**src/rtl/core_pkg.sv**
```systemverilog
// Shared core definitions: datapath widths, the canonical NOP and the fetch state encoding.
package core_pkg;

    localparam int unsigned XLEN = 64;
    localparam int unsigned ILEN = 32;

    localparam logic [ILEN-1:0] NOP_INSTR = 32'h0000_0013;

    typedef enum logic [1:0] {
        FETCH_START   = 2'd0,
        FETCH_RUN     = 2'd1,
        FETCH_HALTED  = 2'd2
    } fetch_state_e;

endpackage : core_pkg

```
**src/rtl/fetch_unit_if.sv**
```systemverilog
// Fetch-stage bus: program-memory port, pipeline control inputs and the IF/ID outputs.
// With FETCH_MISALIGN_TRAP_EN defined the bus also carries the misaligned flag.
interface fetch_unit_if;
    import core_pkg::*;

    logic [XLEN-1:0] mem_address;
    logic [ILEN-1:0] mem_value;
    logic            stall;
    logic            flush;
    logic            redirect;
    logic [XLEN-1:0] redirect_target;
    logic [XLEN-1:0] if_id_pc;
    logic [ILEN-1:0] if_id_instr;
    logic            if_id_valid;
    logic            halted;
    logic [31:0]     fetch_count;
`ifdef FETCH_MISALIGN_TRAP_EN
    logic            misaligned;
`endif

    // Fetch-unit side
    modport master (
        output mem_address,
        input  mem_value,
        input  stall,
        input  flush,
        input  redirect,
        input  redirect_target,
        output if_id_pc,
        output if_id_instr,
        output if_id_valid,
        output halted,
`ifdef FETCH_MISALIGN_TRAP_EN
        output misaligned,
`endif
        output fetch_count
    );

    // Memory / pipeline side
    modport slave (
        input  mem_address,
        output mem_value,
        output stall,
        output flush,
        output redirect,
        output redirect_target,
        input  if_id_pc,
        input  if_id_instr,
        input  if_id_valid,
        input  halted,
`ifdef FETCH_MISALIGN_TRAP_EN
        input  misaligned,
`endif
        input  fetch_count
    );

endinterface : fetch_unit_if

```
**src/rtl/fetch_unit_if_id_reg.sv**
```systemverilog
// IF/ID pipeline register: load a fetched instruction, squash to a NOP bubble,
// invalidate while keeping the contents, or hold.
module if_id_reg
    import core_pkg::*;
(
    input  logic            clock,
    input  logic            reset,
    input  logic            i_load,
    input  logic            i_clear,
    input  logic            i_inval,
    input  logic [XLEN-1:0] i_pc,
    input  logic [ILEN-1:0] i_instr,
    output logic [XLEN-1:0] o_pc,
    output logic [ILEN-1:0] o_instr,
    output logic            o_valid
);

    logic [XLEN-1:0] r_pc;
    logic [ILEN-1:0] r_instr;
    logic            r_valid;

    always_ff @(posedge clock) begin
        if (reset) begin
            r_pc    <= '0;
            r_instr <= NOP_INSTR;
            r_valid <= 1'b0;
        end else if (i_clear) begin
            r_instr <= NOP_INSTR;
            r_valid <= 1'b0;
        end else if (i_inval) begin
            r_valid <= 1'b0;
        end else if (i_load) begin
            r_pc    <= i_pc;
            r_instr <= i_instr;
            r_valid <= 1'b1;
        end
    end

    assign o_pc    = r_pc;
    assign o_instr = r_instr;
    assign o_valid = r_valid;

endmodule : if_id_reg

```
**src/rtl/fetch_unit.sv**
```systemverilog
// Instruction-fetch stage: owns the PC, drives program memory and fills IF/ID.
// Optional macro FETCH_MISALIGN_TRAP_EN traps misaligned redirect targets instead of aligning them.
module fetch_unit
    import core_pkg::*;
#(
    parameter logic [XLEN-1:0] RESET_PC  = 64'h0,
    parameter int unsigned     MEM_WORDS = 128
)(
    input  logic         clock,
    input  logic         reset,
    fetch_unit_if.master bus
);

    localparam logic [XLEN-1:0] MEM_BYTES = XLEN'(MEM_WORDS) * XLEN'(4);
    localparam logic [XLEN-1:0] PC_STEP   = XLEN'(4);

    localparam logic [1:0] S_START  = 2'(FETCH_START);
    localparam logic [1:0] S_RUN    = 2'(FETCH_RUN);
    localparam logic [1:0] S_HALTED = 2'(FETCH_HALTED);

    logic [1:0]      r_state;
    logic [XLEN-1:0] r_pc;
    logic            r_halted;
    logic [31:0]     r_count;

    logic [1:0]      w_state_next;
    logic [XLEN-1:0] w_pc_next;
    logic            w_halted_next;
    logic [31:0]     w_count_next;
    logic            w_load;
    logic            w_clear;
    logic            w_inval;
    logic            w_in_range;
    logic            w_target_bad;
    logic [XLEN-1:0] w_target;

`ifdef FETCH_MISALIGN_TRAP_EN
    logic            r_misaligned;
    logic            w_misaligned_next;

    assign w_target     = bus.redirect_target;
    assign w_target_bad = |bus.redirect_target[1:0];
`else
    assign w_target     = bus.redirect_target & ~XLEN'(3);
    assign w_target_bad = 1'b0;
`endif

    assign w_in_range = (r_pc < MEM_BYTES);

    // Next-state and control decode; redirect outranks every other request in any state
    always_comb begin
        w_state_next  = r_state;
        w_pc_next     = r_pc;
        w_halted_next = r_halted;
        w_count_next  = r_count;
        w_load        = 1'b0;
        w_clear       = 1'b0;
        w_inval       = 1'b0;
`ifdef FETCH_MISALIGN_TRAP_EN
        w_misaligned_next = r_misaligned;
`endif
        if (bus.redirect) begin
            w_clear = 1'b1;
            if (w_target_bad) begin
                w_state_next  = S_HALTED;
                w_halted_next = 1'b1;
`ifdef FETCH_MISALIGN_TRAP_EN
                w_misaligned_next = 1'b1;
`endif
            end else begin
                w_state_next  = S_RUN;
                w_pc_next     = w_target;
                w_halted_next = 1'b0;
            end
        end else begin
            case (r_state)
                S_START: w_state_next = S_RUN;
                S_RUN: begin
                    if (bus.flush) begin
                        w_clear = 1'b1;
                        if (!bus.stall) begin
                            w_pc_next = r_pc + PC_STEP;
                        end
                    end else if (bus.stall) begin
                        w_pc_next = r_pc;
                    end else if (!w_in_range) begin
                        w_state_next  = S_HALTED;
                        w_halted_next = 1'b1;
                        w_inval       = 1'b1;
                    end else begin
                        w_load       = 1'b1;
                        w_pc_next    = r_pc + PC_STEP;
                        w_count_next = r_count + 32'd1;
                    end
                end
                S_HALTED: w_state_next = S_HALTED;
                default:  w_state_next = S_START;
            endcase
        end
    end

    always_ff @(posedge clock) begin
        if (reset) begin
            r_state  <= S_START;
            r_pc     <= RESET_PC;
            r_halted <= 1'b0;
            r_count  <= '0;
        end else begin
            r_state  <= w_state_next;
            r_pc     <= w_pc_next;
            r_halted <= w_halted_next;
            r_count  <= w_count_next;
        end
    end

`ifdef FETCH_MISALIGN_TRAP_EN
    // Sticky trap flag; only reset clears it
    always_ff @(posedge clock) begin
        if (reset) begin
            r_misaligned <= 1'b0;
        end else begin
            r_misaligned <= w_misaligned_next;
        end
    end

    assign bus.misaligned = r_misaligned;
`endif

    if_id_reg u_if_id_reg (
        .clock   (clock),
        .reset   (reset),
        .i_load  (w_load),
        .i_clear (w_clear),
        .i_inval (w_inval),
        .i_pc    (r_pc),
        .i_instr (bus.mem_value),
        .o_pc    (bus.if_id_pc),
        .o_instr (bus.if_id_instr),
        .o_valid (bus.if_id_valid)
    );

    assign bus.mem_address = r_pc;
    assign bus.halted      = r_halted;
    assign bus.fetch_count = r_count;

endmodule : fetch_unit

```
**src/flat_wrapper.sv**
```systemverilog
// flat-port wrapper written by rule: the top's interface ports become plain ports
module fetch_unit_flat import core_pkg::*;
#(
    parameter logic [XLEN-1:0] RESET_PC  = 64'h0,
    parameter int unsigned     MEM_WORDS = 128
)
  (clock, reset, bus_mem_address, bus_mem_value, bus_stall, bus_flush, bus_redirect, bus_redirect_target, bus_if_id_pc, bus_if_id_instr, bus_if_id_valid, bus_halted, bus_fetch_count);
  fetch_unit_if bus_i ();
  input  logic clock;
  input  logic reset;
  output wire logic [$bits(bus_i.mem_address)-1:0] bus_mem_address;
  input wire logic [$bits(bus_i.mem_value)-1:0] bus_mem_value;
  input wire logic [$bits(bus_i.stall)-1:0] bus_stall;
  input wire logic [$bits(bus_i.flush)-1:0] bus_flush;
  input wire logic [$bits(bus_i.redirect)-1:0] bus_redirect;
  input wire logic [$bits(bus_i.redirect_target)-1:0] bus_redirect_target;
  output wire logic [$bits(bus_i.if_id_pc)-1:0] bus_if_id_pc;
  output wire logic [$bits(bus_i.if_id_instr)-1:0] bus_if_id_instr;
  output wire logic [$bits(bus_i.if_id_valid)-1:0] bus_if_id_valid;
  output wire logic [$bits(bus_i.halted)-1:0] bus_halted;
  output wire logic [$bits(bus_i.fetch_count)-1:0] bus_fetch_count;
  assign bus_mem_address = bus_i.mem_address;
  assign bus_i.mem_value = bus_mem_value;
  assign bus_i.stall = bus_stall;
  assign bus_i.flush = bus_flush;
  assign bus_i.redirect = bus_redirect;
  assign bus_i.redirect_target = bus_redirect_target;
  assign bus_if_id_pc = bus_i.if_id_pc;
  assign bus_if_id_instr = bus_i.if_id_instr;
  assign bus_if_id_valid = bus_i.if_id_valid;
  assign bus_halted = bus_i.halted;
  assign bus_fetch_count = bus_i.fetch_count;
  fetch_unit #(.RESET_PC(RESET_PC), .MEM_WORDS(MEM_WORDS)) u_core (.clock(clock), .reset(reset), .bus(bus_i));
endmodule
```
**config.mk**
```make
export PLATFORM = sky130hd
export DESIGN_NAME = fetch_unit_flat
export DESIGN_NICKNAME = d
export VERILOG_FILES = /design/src/rtl/core_pkg.sv /design/src/rtl/fetch_unit_if.sv /design/src/rtl/fetch_unit_if_id_reg.sv /design/src/rtl/fetch_unit.sv /design/src/flat_wrapper.sv
export SDC_FILE = /design/constraint.sdc
export NUM_CORES = 1
export LEC_CHECK = 0
export ABC_CLOCK_PERIOD_IN_PS = 8790
export CAP_MARGIN = 5
export CORE_MARGIN = 2
export CORE_UTILIZATION = 50
export CTS_CLUSTER_SIZE = 8
export DETAILED_ROUTE_END_ITERATION = 6
export GPL_ROUTABILITY_DRIVEN = 1
export MAX_ROUTING_LAYER = met4
export PLACE_DENSITY_LB_ADDON = 0.12
export SKIP_CTS_REPAIR_TIMING = 1
export SYNTH_ARGS = -nofsm -noshare
export SYNTH_HDL_FRONTEND = slang
export SYNTH_HIERARCHICAL = 1
export SYNTH_SLANG_ARGS = --single-unit
```
**constraint.sdc**
```tcl
create_clock -name clock -period 8.79 [get_ports clock]
set_input_delay 2.637 -clock clock [delete_from_list [all_inputs] [get_ports clock]]
set_output_delay 2.637 -clock clock [all_outputs]
set_load 0.01 [all_outputs]
```
# Yosys cells after proc, flatten, opt, wreduce, memory -nomap -nowiden
# Cells that the tools add are included.
[classes] add_sub_neg=2 n_lt_le_gt_ge=1 n_eq_ne=9 muxes=24 bitwise_logic=6 n_reduce_logical=15
[op_table] op="$mux W64" n=6
[op_table] op="$add A64 B3 Y64 const B" n=1
[op_table] op="$lt A64 B10 Y1 const B" n=1
[op_table] op="$add A32 B1 Y32 const B" n=1
[op_table] op="$reduce_and A3 Y1" n=5
[op_table] op="$mux W1" n=14
[op_table] op="$ne A3 B3 Y1 const B" n=3
[op_table] op="$mux W2" n=3
[op_table] op="$ne A2 B2 Y1 const B" n=3
[op_table] op="$not A1 Y1" n=6
[op_table] op="$pmux W2 S3" n=1
[op_table] op="$reduce_and A5 Y1" n=1
[op_table] op="$reduce_and A4 Y1" n=1
[op_table] op="$reduce_bool A2 Y1" n=2
[op_table] op="$reduce_or A2 Y1" n=2
[op_table] op="$reduce_bool A3 Y1" n=1
[op_table] op="$reduce_or A3 Y1" n=1
[op_table] op="$eq A2 B1 Y1 const B" n=1
[op_table] op="$eq A2 B2 Y1 const B" n=1
[op_table] op="$logic_not A2 Y1" n=1
[op_table] op="$ne A2 B1 Y1 const B" n=1
[op_table] op="$reduce_and A2 Y1" n=1
[totals] register_bits=196 wordCells=66

# Longest topological paths before layout
# Gate-level depths: netlist (run 1).
[depth] word_depth=8 depth_mapped=12

# Modules after synthesis
# Netlist (run 1), hierarchy kept.
[modules_own_cells] module="fetch_unit" n_inst=1 cells_per_inst=706 area_each_um2=5516.5 seq_area_each_um2=1941.9
[modules_own_cells] module="if_id_reg" n_inst=1 cells_per_inst=424 area_each_um2=3388.2 seq_area_each_um2=1941.9

# Worst setup path after synthesis (run 1)
# OpenSTA, ideal clock, no wires.
[synth_path] kind="input port to flip-flop" start="input bus_stall" end="register u_core.r_count[29] (netlist: u_core/bus.fetch_count[29])" arrival_ps=4737 required_time_ps=8719 path_slack_ps=3982 stages=8 cell_sequence="nand2b_1 -> buf_2 -> nor3_1 -> inv_1 -> or4b_1 -> buf_2 -> or4_1 -> a21oi_1"
[synth_between] elab_chain_cells=2
[synth_rtl] item="start, declared" line="flat_wrapper.sv:13" source="input wire logic [$bits(bus_i.stall)-1:0] bus_stall;"
[synth_rtl] item="$not A1 Y1 (no line)"
[synth_rtl] item="$reduce_and A5 Y1 (no line)"
[synth_rtl] item="end signal, assigned" line="fetch_unit.sv:112" source="r_count <= w_count_next;"
[synth_rtl] item="end, declared" line="fetch_unit.sv:24" source="logic [31:0] r_count;"
# No other way between the ends.
# A chain may end at the register's enable or synchronous reset.

# Final worst setup path (run 1)
[layout_path] start="input bus_redirect" end="register u_core.u_if_id_reg.r_pc[6] (netlist: u_core/u_if_id_reg/o_pc[6])"
[layout_between] elab_cells_between_ends=6
[layout_lines] item="start, declared" line="flat_wrapper.sv:15" source="input wire logic [$bits(bus_i.redirect)-1:0] bus_redirect;"
[layout_lines] item="$mux W1" line="fetch_unit.sv:62" source="if (bus.redirect) begin"
[layout_lines] item="net u_core.w_load" line="fetch_unit.sv:30" source="logic w_load;"
[layout_lines] item="$reduce_and A3 Y1 (no line)"
[layout_lines] item="end signal, assigned" line="fetch_unit_if_id_reg.sv:33" source="r_pc <= i_pc;"
[layout_lines] item="end, declared" line="fetch_unit_if_id_reg.sv:18" source="logic [XLEN-1:0] r_pc;"
# The timed path passes the listed nets, and every way through them passes these cells.

==> results.sh, run 1 <==
export IMPL_vias_in_the_first_global_route=8333
export IMPL_worst_skew_pair_late_latency_ps=430
export IMPL_power_internal_uw=1378
export IMPL_num_cts_buffers=17
export IMPL_worst_hold_startpoint="u_core/u_if_id_reg/o_pc[60]"
export IMPL_crit_end_element="flip-flop"
export IMPL_hold_violations=0
export IMPL_post_route_period_util_pct=65.99
export IMPL_number_of_maximum_capacitance_constraint_violations=0
export IMPL_synth_edff_count=0
export IMPL_wl_per_cell_um=17.31
export IMPL_power_density_nw_per_um2=149.8
export IMPL_syn_to_final_growth_pct=38.61
export IMPL_rsz0062_at_grt="no"
export IMPL_cell_area_reported_after_detailed_placement_sq_um=11800
export IMPL_worstPathMaxFanout=42
export IMPL_nets=1478
export IMPL_antenna_violations_before_repair=1
export IMPL_netSwitchingPower_uw=470.9
export IMPL_worst_setup_path_type="input pin to flip-flop"
export IMPL_synth_yosys_seq_area_share_pct=43.61
export IMPL_maximum_number_of_pins_on_one_net_before_global_route_repair=114
export IMPL_synth_cell_area_sq_um=8905
export IMPL_drt_drc_violations_left=0
export IMPL_final_util_pct=71.11
export IMPL_first_pass_iters=7
export IMPL_viasPerCell=5.731
export IMPL_cts_tree="done"
export IMPL_fin_total_pwr_uw=1849
export IMPL_worst_r2r_src="u_core/bus.mem_address[20]"
export IMPL_multi_input_comb_area_sq_um=4576
export IMPL_std_cell_rows=48
export IMPL_synth_seq_cells=194
export IMPL_core_sq_um=17360
export IMPL_postLayoutCellArea_sq_um=12340
export IMPL_clock_root_buffer="sky130_fd_sc_hd__clkbuf_16"
export IMPL_pwr_share_seq_pct=50.9
export IMPL_main_combinational_cell_family_by_area_after_synthesis="simple AND/OR/NAND/NOR gates"
export IMPL_post_synth_mux_area_share_pct=0.3513
export IMPL_slew_headroom_pct=19.77
export IMPL_detailroute_via_count=9239
export IMPL_yosys_area_share_simple_pct=30.05
export IMPL_synthesis_yosys_warnings=6
export IMPL_hold_slack_ps=452.6
export IMPL_max_freq_ghz=0.1724
export IMPL_irDropWorstVdd_mv=0.1588
export IMPL_dieHeight_um=137.5
export IMPL_critical_path_startpoint_type="input pin"
export IMPL_cts_path_max_buffers=2
export IMPL_power_share_switching_pct=25.46
export IMPL_static_leakage_uw=0.003818
export IMPL_tritoncts_num_sinks=194
export IMPL_worst_setup_hold_path_clk_slew_ps=60
export IMPL_number_of_fillers_in_the_final_layout=1451
export IMPL_overflow=0
export IMPL_grt_pass1_wl_um=42950
export IMPL_layout_drive_gt1_share_pct=4.040
export IMPL_share_of_synthesized_cell_area_in_full_adder_half_adder_and_majority_cells_pct=0.5620
export IMPL_transition_time_at_the_pin_with_the_least_slew_margin_ps=1195
export IMPL_finalCriticalPeriod_ps=5801
export IMPL_synthCells=1130
export IMPL_synth_compound_area_share_pct=15.65
export IMPL_critical_path_required_ps=9070
export IMPL_postRouteAntennaNets=0
export IMPL_timing_clock_skew_ps=12.53
export IMPL_placement_io_buffers=290
export IMPL_yosys_area_share_xor_xnor_pct=4.426
export IMPL_critical_path_startpoint="bus_redirect"
export IMPL_route_final_wire_length_um=27910
export IMPL_synth_async_reset_ratio_pct=0
export IMPL_boundaryPins=295
export IMPL_part_of_the_power_in_the_clock_network_pct=39.2
export IMPL_dieWidth_um=137.5
export IMPL_timing_max_transition_violations_final=0
export IMPL_post_dp_hpwl_um=19200
export IMPL_final_seq_area_sq_um=3884
export IMPL_syn_avg_cell_area_sq_um=7.880
export IMPL_hold_class="flip-flop to flip-flop"
export IMPL_die_area_sq_um=18890
export IMPL_finalSetupViolations=0
export IMPL_cts_htree_levels=4
export IMPL_power_frac_comb_pct=9.9
export IMPL_detail_route_iter0_violations=718
export IMPL_synth_main_ff_cell="sky130_fd_sc_hd__dfxtp_1"
export IMPL_initial_core_util_pct=51.30
export IMPL_yosysUniqueCellTypes=50
export IMPL_critical_path_arrival_ps=6080
export IMPL_groute_usage_overall_pct=29.47
export IMPL_gp_congestion=0.9428
export IMPL_timing_setup_tns_ps=0
export IMPL_run_status="finished clean"
==> power by group through the flow <==
stage	logic [uW]	registers [uW]	clock network, uW
after floorplan	74.9	957	0
after global placement	180	961	0
after detailed placement	182	961	0
after CTS	183	941	732
after global routing	197	946	767
final	183	942	725
==> state kept, by name, indices dropped and copies added (netlist names) <==
signal / count
u_core/u_if_id_reg/o_instr: 32
u_core/u_if_id_reg/o_pc: 64
u_core/bus.mem_address: 62
u_core/bus.fetch_count: 32
u_core/u_if_id_reg/o_valid: 1
u_core/r_state: 2
u_core/bus.halted: 1
==> cell families (layout without fill, tap and decap cells) <==
logic type / Yosys count / after routing
buf+inv: 101 / 354
other cells: 1 / 5
mux: 3 / 3
simple gates: 555 / 555
flops: 194 / 194
xor+xnor: 45 / 45
fa+ha+maj: 4 / 4
compound gates: 227 / 227
==> layout by cell type, fill, tap and decap left out, types with 5 or more instances in the layout <==
| cell type | Yosys | layout |
|---|---|---|
| sky130_fd_sc_hd__nor3_1 | 46 | 46 |
| sky130_fd_sc_hd__inv_1 | 23 | 22 |
| sky130_fd_sc_hd__clkbuf_16 | 0 | 17 |
| sky130_fd_sc_hd__o21ai_0 | 18 | 17 |
| sky130_fd_sc_hd__nor4_1 | 23 | 22 |
| sky130_fd_sc_hd__nand4_1 | 41 | 41 |
| sky130_fd_sc_hd__and4_1 | 9 | 9 |
| sky130_fd_sc_hd__and3_1 | 10 | 10 |
| sky130_fd_sc_hd__nand3_1 | 32 | 32 |
| sky130_fd_sc_hd__o31ai_1 | 18 | 18 |
| sky130_fd_sc_hd__or4_1 | 17 | 17 |
| sky130_fd_sc_hd__or3_1 | 21 | 21 |
| sky130_fd_sc_hd__clkdlybuf4s50_1 | 0 | 289 |
| sky130_fd_sc_hd__a21oi_1 | 120 | 120 |
| sky130_fd_sc_hd__buf_4 | 8 | 9 |
| sky130_fd_sc_hd__nand2_1 | 243 | 243 |
| sky130_fd_sc_hd__a211oi_1 | 42 | 42 |
| sky130_fd_sc_hd__a2111oi_0 | 9 | 9 |
| sky130_fd_sc_hd__dfxtp_1 | 194 | 194 |
| sky130_fd_sc_hd__xor2_1 | 5 | 5 |
| sky130_fd_sc_hd__a311oi_1 | 15 | 15 |
| sky130_fd_sc_hd__xnor2_1 | 40 | 40 |
| sky130_fd_sc_hd__nor2_1 | 83 | 83 |
| sky130_fd_sc_hd__clkinv_2 | 0 | 6 |
==> layout make-up <==
type	instances	share of cell area, %
clock inverters	12	0.6792
diodes	1	0.02027
well taps	225	2.281
multi-input cells	838	37.07
flip-flops and latches	194	31.46
clock buffers	20	3.700
inverters	23	0.7096
repair buffers	299	24.07
==> worst max-delay path, cell delays in order <==
cell	delay (ps)
sky130_fd_sc_hd__clkdlybuf4s50_1	390
sky130_fd_sc_hd__buf_4	230
sky130_fd_sc_hd__nor3_1	830
sky130_fd_sc_hd__inv_1	210
sky130_fd_sc_hd__nor2_1	400
sky130_fd_sc_hd__or3b_2	770
sky130_fd_sc_hd__buf_4	380
sky130_fd_sc_hd__nand2_1	120
sky130_fd_sc_hd__a21oi_1	70
==> through the flow <==
step / setup slack [ps] / instances
5_1_grt: 2603 / 1612
2_1_floorplan: 3982 / 1133
6_report: 2989 / 1612
3_5_place_dp: 2619 / 1579
4_1_cts: 3073 / 1611
3_3_place_gp: 2644 / 1579
==> synthesized netlist by cell type (23+ instances only) <==
cell type	n	share of area, %
sky130_fd_sc_hd__a211oi_1	42	3.5
sky130_fd_sc_hd__a21oi_1	120	6.7
sky130_fd_sc_hd__clkbuf_1	52	2.2
sky130_fd_sc_hd__dfxtp_1	194	44
sky130_fd_sc_hd__inv_1	23	0.97
sky130_fd_sc_hd__nand2_1	243	10
sky130_fd_sc_hd__nand3_1	32	1.8
sky130_fd_sc_hd__nand4_1	41	2.9
sky130_fd_sc_hd__nor2_1	83	3.5
sky130_fd_sc_hd__nor3_1	46	2.6
sky130_fd_sc_hd__nor4_1	23	1.6
sky130_fd_sc_hd__xnor2_1	40	3.9
==> final timing paths <==
path	end	slack [ps]	cells past startpoint
worst max-delay path	u_core/u_if_id_reg/o_pc[6]	2990	9
worst min-delay path	u_core/u_if_id_reg/o_pc[60]	450	2
worst max register to register	u_core/bus.mem_address[38]	5150	6
worst min register to register	u_core/u_if_id_reg/o_pc[60]	450	2
==> per-layer routing <==
layer	wire [um]	vias up	part of all wire, %	global-route usage (%)
met5	0	-	0	-
met4	756	0	2.7	10.60
met3	2176	53	7.8	6.255
met2	13110	361	47	46.79
met1	11870	4328	43	37.12
li1	-	4497	-	-
No activity file was read; power rests on OpenSTA's default activity.
==> inputs of run 2 (changes only) <==
--- a/config.mk
+++ b/config.mk
@@ -5,10 +5,10 @@
 export SDC_FILE = /design/constraint.sdc
 export NUM_CORES = 1
 export LEC_CHECK = 0
-export ABC_CLOCK_PERIOD_IN_PS = 8790
+export ABC_CLOCK_PERIOD_IN_PS = 5300
 export CAP_MARGIN = 5
 export CORE_MARGIN = 2
-export CORE_UTILIZATION = 50
+export CORE_UTILIZATION = 42
 export CTS_CLUSTER_SIZE = 8
 export DETAILED_ROUTE_END_ITERATION = 6
 export GPL_ROUTABILITY_DRIVEN = 1
==> constraint.sdc (replaced) <==
create_clock -name clock -period 5.3 [get_ports clock]
set_input_delay 1.59 -clock clock [delete_from_list [all_inputs] [get_ports clock]]
set_output_delay 1.59 -clock clock [all_outputs]
set_load 0.01 [all_outputs]
==> run 2 against run 1 <==
Against the previous run:
- register-to-register slack lost 3400 ps
- cell count rose by 3.3%
- global-route usage shrank 4.0 points
- sequential share of layout area fell by 0.27 points
- die area is 18% higher
- via count decreased by 1.6%
- sequential cell count unchanged
- highest routed layer unchanged
==> results.sh, run 2 (synthesis gave the netlist of run 1 again) <==
export IMPL_die_area_sq_um=22380
export IMPL_transition_time_at_the_pin_with_the_least_slew_margin_ps=1112
export IMPL_detailroute_via_count=9095
export IMPL_timing_max_transition_violations_final=0
export IMPL_hold_class="flip-flop to flip-flop"
export IMPL_rsz0062_at_grt="no"
export IMPL_worst_setup_path_type="input pin to flip-flop"
export IMPL_cell_area_reported_after_detailed_placement_sq_um=11910
export IMPL_maximum_number_of_pins_on_one_net_before_global_route_repair=114
export IMPL_layout_drive_gt1_share_pct=4.248
export IMPL_hold_violations=0
export IMPL_std_cell_rows=53
export IMPL_drt_drc_violations_left=0
export IMPL_nets=1482
export IMPL_post_route_period_util_pct=78.53
export IMPL_antenna_violations_before_repair=2
export IMPL_layout_cells_most_common_list="289 x sky130_fd_sc_hd__clkdlybuf4s50_1, 243 x sky130_fd_sc_hd__nand2_1, 194 x sky130_fd_sc_hd__dfxtp_1"
export IMPL_dieWidth_um=149.6
export IMPL_detail_route_iter0_violations=575
export IMPL_critical_path_required_ps=5600
export IMPL_power_density_nw_per_um2=248.9
export IMPL_critical_path_arrival_ps=4460
export IMPL_wl_per_cell_um=17.33
export IMPL_timing_clock_skew_ps=10.05
export IMPL_postRouteAntennaNets=0
export IMPL_core_sq_um=20890
export IMPL_worstPathMaxFanout=43
export IMPL_vias_in_the_first_global_route=7965
export IMPL_placement_io_buffers=290
export IMPL_tritoncts_num_sinks=194
export IMPL_viasPerCell=5.459
export IMPL_route_final_wire_length_um=28860
export IMPL_max_freq_ghz=0.2403
export IMPL_timing_critical_path_slowest_stage_cell="sky130_fd_sc_hd__or3b_2"
export IMPL_run_status="finished clean"
export IMPL_power_frac_comb_pct=9.9
export IMPL_dieHeight_um=149.6
export IMPL_post_dp_hpwl_um=19960
export IMPL_number_of_maximum_capacitance_constraint_violations=0
export IMPL_finalSetupViolations=0
export IMPL_ff2ff_setup_slack_ps=1720
export IMPL_gp_congestion=0.8600
export IMPL_groute_usage_overall_pct=25.46
export IMPL_cts_htree_levels=4
export IMPL_first_pass_iters=5
export IMPL_worst_path_cell_trace="clkdlybuf4s50_1 > nand2b_1 > nor3_1 > inv_1 > nor2_1 > or3b_2 > buf_4 > nand2_1 > a21oi_1"
export IMPL_cts_path_max_buffers=2
export IMPL_worst_setup_hold_path_clk_slew_ps=70
export IMPL_grt_pass1_wl_um=44000
export IMPL_slew_headroom_pct=25.84
export IMPL_largest_register_ff_count=64
export IMPL_cts_tree="done"
export IMPL_irDropWorstVdd_mv=0.2191
export IMPL_finalCriticalPeriod_ps=4162
export IMPL_num_cts_buffers=17
export IMPL_syn_to_final_growth_pct=39.83
export IMPL_crit_end_element="flip-flop"
export IMPL_initial_core_util_pct=42.63
export IMPL_final_common_cell="sky130_fd_sc_hd__clkdlybuf4s50_1"
export IMPL_static_leakage_uw=0.003833
export IMPL_power_internal_uw=2283
export IMPL_boundaryPins=295
export IMPL_postLayoutCellArea_sq_um=12450
export IMPL_critical_path_startpoint_type="input pin"
export IMPL_worst_skew_pair_late_latency_ps=440
export IMPL_netSwitchingPower_uw=816.9
export IMPL_clock_root_buffer="sky130_fd_sc_hd__clkbuf_16"
export IMPL_pwr_share_seq_pct=50.5
export IMPL_overflow=0
export IMPL_power_share_switching_pct=26.35
export IMPL_cp_slowest_stage_delay_ps=870
export IMPL_timing_setup_tns_ps=0
export IMPL_part_of_the_power_in_the_clock_network_pct=39.6
-- run 2: cell count changes in the layout (fill, tap and decap cells not counted), sizes merged --
cell and delta:
clkinv -5, buf +4, diode +1, clkinvlp +1, inv +4, clkbuf -1
-- run 2: final timing paths --
path,startpoint,to,cells after the start
worst min-delay path,u_core/u_if_id_reg/o_pc[40],u_core/u_if_id_reg/o_pc[40],2
worst max-delay path,bus_stall,u_core/u_if_id_reg/o_pc[32],9
worst min register to register,u_core/u_if_id_reg/o_pc[40],u_core/u_if_id_reg/o_pc[40],2
worst max register to register,u_core/bus.mem_address[38],u_core/u_if_id_reg/o_pc[32],8
-- run 2: worst max-delay path: cells and delay by family --
kind                   cells  cell delay [ps]
and+or+nand+nor            5             1810
buffers and inverters      3              970
AOI/OAI and AO/OA          1               60
-- run 2: area by class of cell --
class,count,area [sq um]
antenna,2,5.005
clock buffer,19,442.9
clock inverter,12,98.84
fill,2011,8437
inverter,23,87.58
multi-input combinational,838,4576
sequential,194,3884
tap,275,344.1
timing repair buffer,303,3014
-- run 2: per-stage QoR --
| step | hold WS, ps | cells | util (%) | power, uW | setup slack, ps |
|---|---|---|---|---|---|
| after floorplan | 480.5 | 1133 | - | 1712 | 1539 |
| after global placement | 440.5 | 1633 | 56.99 | 1901 | 742.6 |
| after detailed placement | 445.3 | 1633 | 56.99 | 1904 | 674.4 |
| after CTS | 455.1 | 1664 | 59.59 | 3122 | 1110 |
| after global routing | 470.3 | 1666 | 59.61 | 3212 | 924.4 |
| final | 453.8 | 1666 | 59.61 | 3100 | 1138 |
-- run 2: power by group through the flow --
stage | clock network, uW | logic, uW | registers, uW
final | 1230 | 307 | 1570
after global routing | 1310 | 331 | 1570
after CTS | 1250 | 308 | 1560
after detailed placement | 0 | 306 | 1600
after global placement | 0 | 303 | 1600
after floorplan | 0 | 124 | 1590
-- run 2: routing by layer --
layer	track usage, %	up-vias	part of all wire [%]	wire, um
met4	8.524	0	2.4	683
li1	-	4505	-	-
met5	-	-	0	0
met3	5.701	45	7.0	2023
met1	34.10	4222	45	12960
met2	38.05	323	46	13190
==> inputs of run 3 (changes only) <==
--- a/config.mk
+++ b/config.mk
@@ -5,10 +5,10 @@
 export SDC_FILE = /design/constraint.sdc
 export NUM_CORES = 1
 export LEC_CHECK = 0
-export ABC_CLOCK_PERIOD_IN_PS = 5300
+export ABC_CLOCK_PERIOD_IN_PS = 4220
 export CAP_MARGIN = 5
 export CORE_MARGIN = 2
-export CORE_UTILIZATION = 42
+export CORE_UTILIZATION = 46
 export CTS_CLUSTER_SIZE = 8
 export DETAILED_ROUTE_END_ITERATION = 6
 export GPL_ROUTABILITY_DRIVEN = 1
==> constraint.sdc (replaced) <==
create_clock -name clock -period 4.22 [get_ports clock]
set_input_delay 1.266 -clock clock [delete_from_list [all_inputs] [get_ports clock]]
set_output_delay 1.266 -clock clock [all_outputs]
set_load 0.01 [all_outputs]
==> run 3 against run 2 <==
Against the previous run:
- count of clock-buffer cells in the layout shrank 2
- largest cell class unchanged
- sequential cell count is the same
- largest power group unchanged
- clock power grew 41%
- critical endpoint is now u_core/u_if_id_reg/o_pc[55]
- non-clock buffer count grew 8
- register-to-register slack lost 890 ps
==> results.sh, run 3 (synthesis gave the netlist of run 1 again) <==
export IMPL_run_status="finished clean"
export IMPL_worst_setup_hold_path_clk_slew_ps=70
export IMPL_insertedDiodeCount=0
export IMPL_cts_tree="done"
export IMPL_worst_setup_margin_ps=741.2
export IMPL_detailroute_via_count=9218
export IMPL_core_sq_um=18830
export IMPL_instance_count_on_the_critical_path=9
export IMPL_std_cell_rows=50
export IMPL_static_leakage_uw=0.003923
export IMPL_reg2regPathDepth=6
export IMPL_hold_violations=0
export IMPL_cts_path_max_buffers=2
export IMPL_worst_skew_pair_late_latency_ps=440
export IMPL_maximum_number_of_pins_on_one_net_before_global_route_repair=114
export IMPL_nets=1490
export IMPL_rsz0062_at_grt="no"
export IMPL_critical_path_top_delay_family="simple AND/OR/NAND/NOR gates"
export IMPL_antenna_violations_before_repair=0
export IMPL_post_route_period_util_pct=82.44
export IMPL_die_area_sq_um=20490
export IMPL_worst_path_cell_trace="clkdlybuf4s50_1 > nand2b_1 > nor3_1 > inv_1 > nor2_1 > nor3b_2 > buf_12 > nand2_1 > a21oi_1"
export IMPL_final_seq_area_sq_um=3884
export IMPL_hold_class="flip-flop to flip-flop"
export IMPL_dieHeight_um=143.1
export IMPL_vias_in_the_first_global_route=8249
export IMPL_critical_path_required_ps=4590
export IMPL_drt_drc_violations_left=0
export IMPL_critical_path_arrival_ps=3840
export IMPL_dieWidth_um=143.1
export IMPL_power_density_nw_per_um2=325.6
export IMPL_hold_slack_ps=453.7
export IMPL_slew_headroom_pct=24.68
export IMPL_num_cts_buffers=17
export IMPL_finalSetupViolations=0
export IMPL_initial_core_util_pct=47.29
export IMPL_irDropWorstVdd_mv=0.3078
export IMPL_timing_critical_path_slowest_stage_cell="sky130_fd_sc_hd__nor3b_2"
export IMPL_number_of_fillers_in_the_final_layout=1665
export IMPL_postRouteAntennaNets=0
export IMPL_transition_time_at_the_pin_with_the_least_slew_margin_ps=1122
export IMPL_critical_path_startpoint_type="input pin"
export IMPL_placement_io_buffers=290
export IMPL_worst_setup_path_type="input pin to flip-flop"
export IMPL_critical_path_buf_inv_count=3
export IMPL_multi_input_comb_area_sq_um=4576
export IMPL_final_common_cell="sky130_fd_sc_hd__clkdlybuf4s50_1"
export IMPL_max_freq_ghz=0.2875
export IMPL_worst_r2r_src="u_core/bus.mem_address[31]"
export IMPL_groute_usage_overall_pct=27.68
export IMPL_r2r_end="u_core/bus.mem_address[59]"
export IMPL_route_final_wire_length_um=28400
export IMPL_detail_route_iter0_violations=695
export IMPL_number_of_maximum_capacitance_constraint_violations=0
export IMPL_timing_setup_tns_ps=0
export IMPL_timing_clock_skew_ps=12.79
export IMPL_viasPerCell=5.563
export IMPL_gp_congestion=0.9374
export IMPL_first_pass_iters=5
export IMPL_tritoncts_num_sinks=194
export IMPL_crit_end_element="flip-flop"
export IMPL_critical_path_startpoint="bus_stall"
export IMPL_grt_pass1_wl_um=43700
export IMPL_clock_root_buffer="sky130_fd_sc_hd__clkbuf_16"
export IMPL_largest_register_ff_count=64
export IMPL_boundaryPins=295
export IMPL_layout_drive_gt1_share_pct=4.868
export IMPL_overflow=0
export IMPL_worstPathMaxFanout=59
export IMPL_post_dp_hpwl_um=19650
export IMPL_crit_end="u_core/u_if_id_reg/o_pc[55]"
export IMPL_finalCriticalPeriod_ps=3479
export IMPL_cts_htree_levels=4
export IMPL_layout_cells_most_common_list="289 x sky130_fd_sc_hd__clkdlybuf4s50_1, 243 x sky130_fd_sc_hd__nand2_1, 194 x sky130_fd_sc_hd__dfxtp_1"
export IMPL_place_ws_ps=352.9
export IMPL_wl_per_cell_um=17.14
export IMPL_timing_max_transition_violations_final=0
export IMPL_syn_to_final_growth_pct=41.31
export IMPL_cp_slowest_stage_delay_ps=530
export IMPL_ff2ff_setup_slack_ps=830
## run 3: changes by cell type in the layout (fill, tap and decap cells not counted), sizes merged
cell	change
inv	+1
bufinv	+4
diode	-2
buf	+8
clkinv	-1
clkinvlp	-2
clkbuf	-2
## run 3: cell type report
class / instances / share of cell area [%]
tap: 260 / 2.585
clock buffer: 17 / 3.381
clock inverter: 14 / 1.581
sequential: 194 / 30.86
inverter: 23 / 0.6960
multi-input combinational: 838 / 36.36
timing repair buffer: 311 / 24.53
## run 3: where the power goes
part	switching [uW]	internal (uW)	leakage, uW
clock network	743	1000	0.000306
logic	176	216	0.00204
registers	89.0	1870	0.00158
total	1010	3090	0.00392
## run 3: metrics by stage
step           cell area, sq um  cells  power (uW)  util [%]
3_5_place_dp              11960   1626        2391     63.51
3_3_place_gp              11960   1626        2387     63.51
5_1_grt                   12580   1657        4238     66.82
4_1_cts                   12580   1657        4128     66.82
2_1_floorplan              8916   1133        2150         -
6_report                  12580   1657        4098     66.82
## run 3: worst min-delay path: stages, from the launching register on
cell and delay [ps]:
sky130_fd_sc_hd__dfxtp_1 310, sky130_fd_sc_hd__nand2_1 50, sky130_fd_sc_hd__a21oi_1 50
## run 3: metal layers
metal	vias up	share of wire, %	global-route usage [%]
met4	0	2.4	8.286
met1	4279	44	36.07
met5	-	0	-
li1	4521	-	-
met2	361	47	43.89
met3	57	6.8	5.097
## run 3: how the worst min path moves through the flow
| stage | endpoint | startpoint | cells past startpoint | slack, ps |
|---|---|---|---|---|
| floorplan | u_core/u_if_id_reg/o_instr[10] | u_core/u_if_id_reg/o_instr[10] | 2 | 480 |
| global placement | u_core/u_if_id_reg/o_pc[59] | u_core/u_if_id_reg/o_pc[59] | 2 | 440 |
| detailed placement | u_core/u_if_id_reg/o_pc[35] | u_core/u_if_id_reg/o_pc[35] | 2 | 450 |
| CTS | u_core/u_if_id_reg/o_pc[35] | u_core/u_if_id_reg/o_pc[35] | 2 | 460 |
| global route | u_core/u_if_id_reg/o_instr[21] | u_core/u_if_id_reg/o_instr[21] | 2 | 470 |
| finish | u_core/u_if_id_reg/o_instr[21] | u_core/u_if_id_reg/o_instr[21] | 2 | 450 |
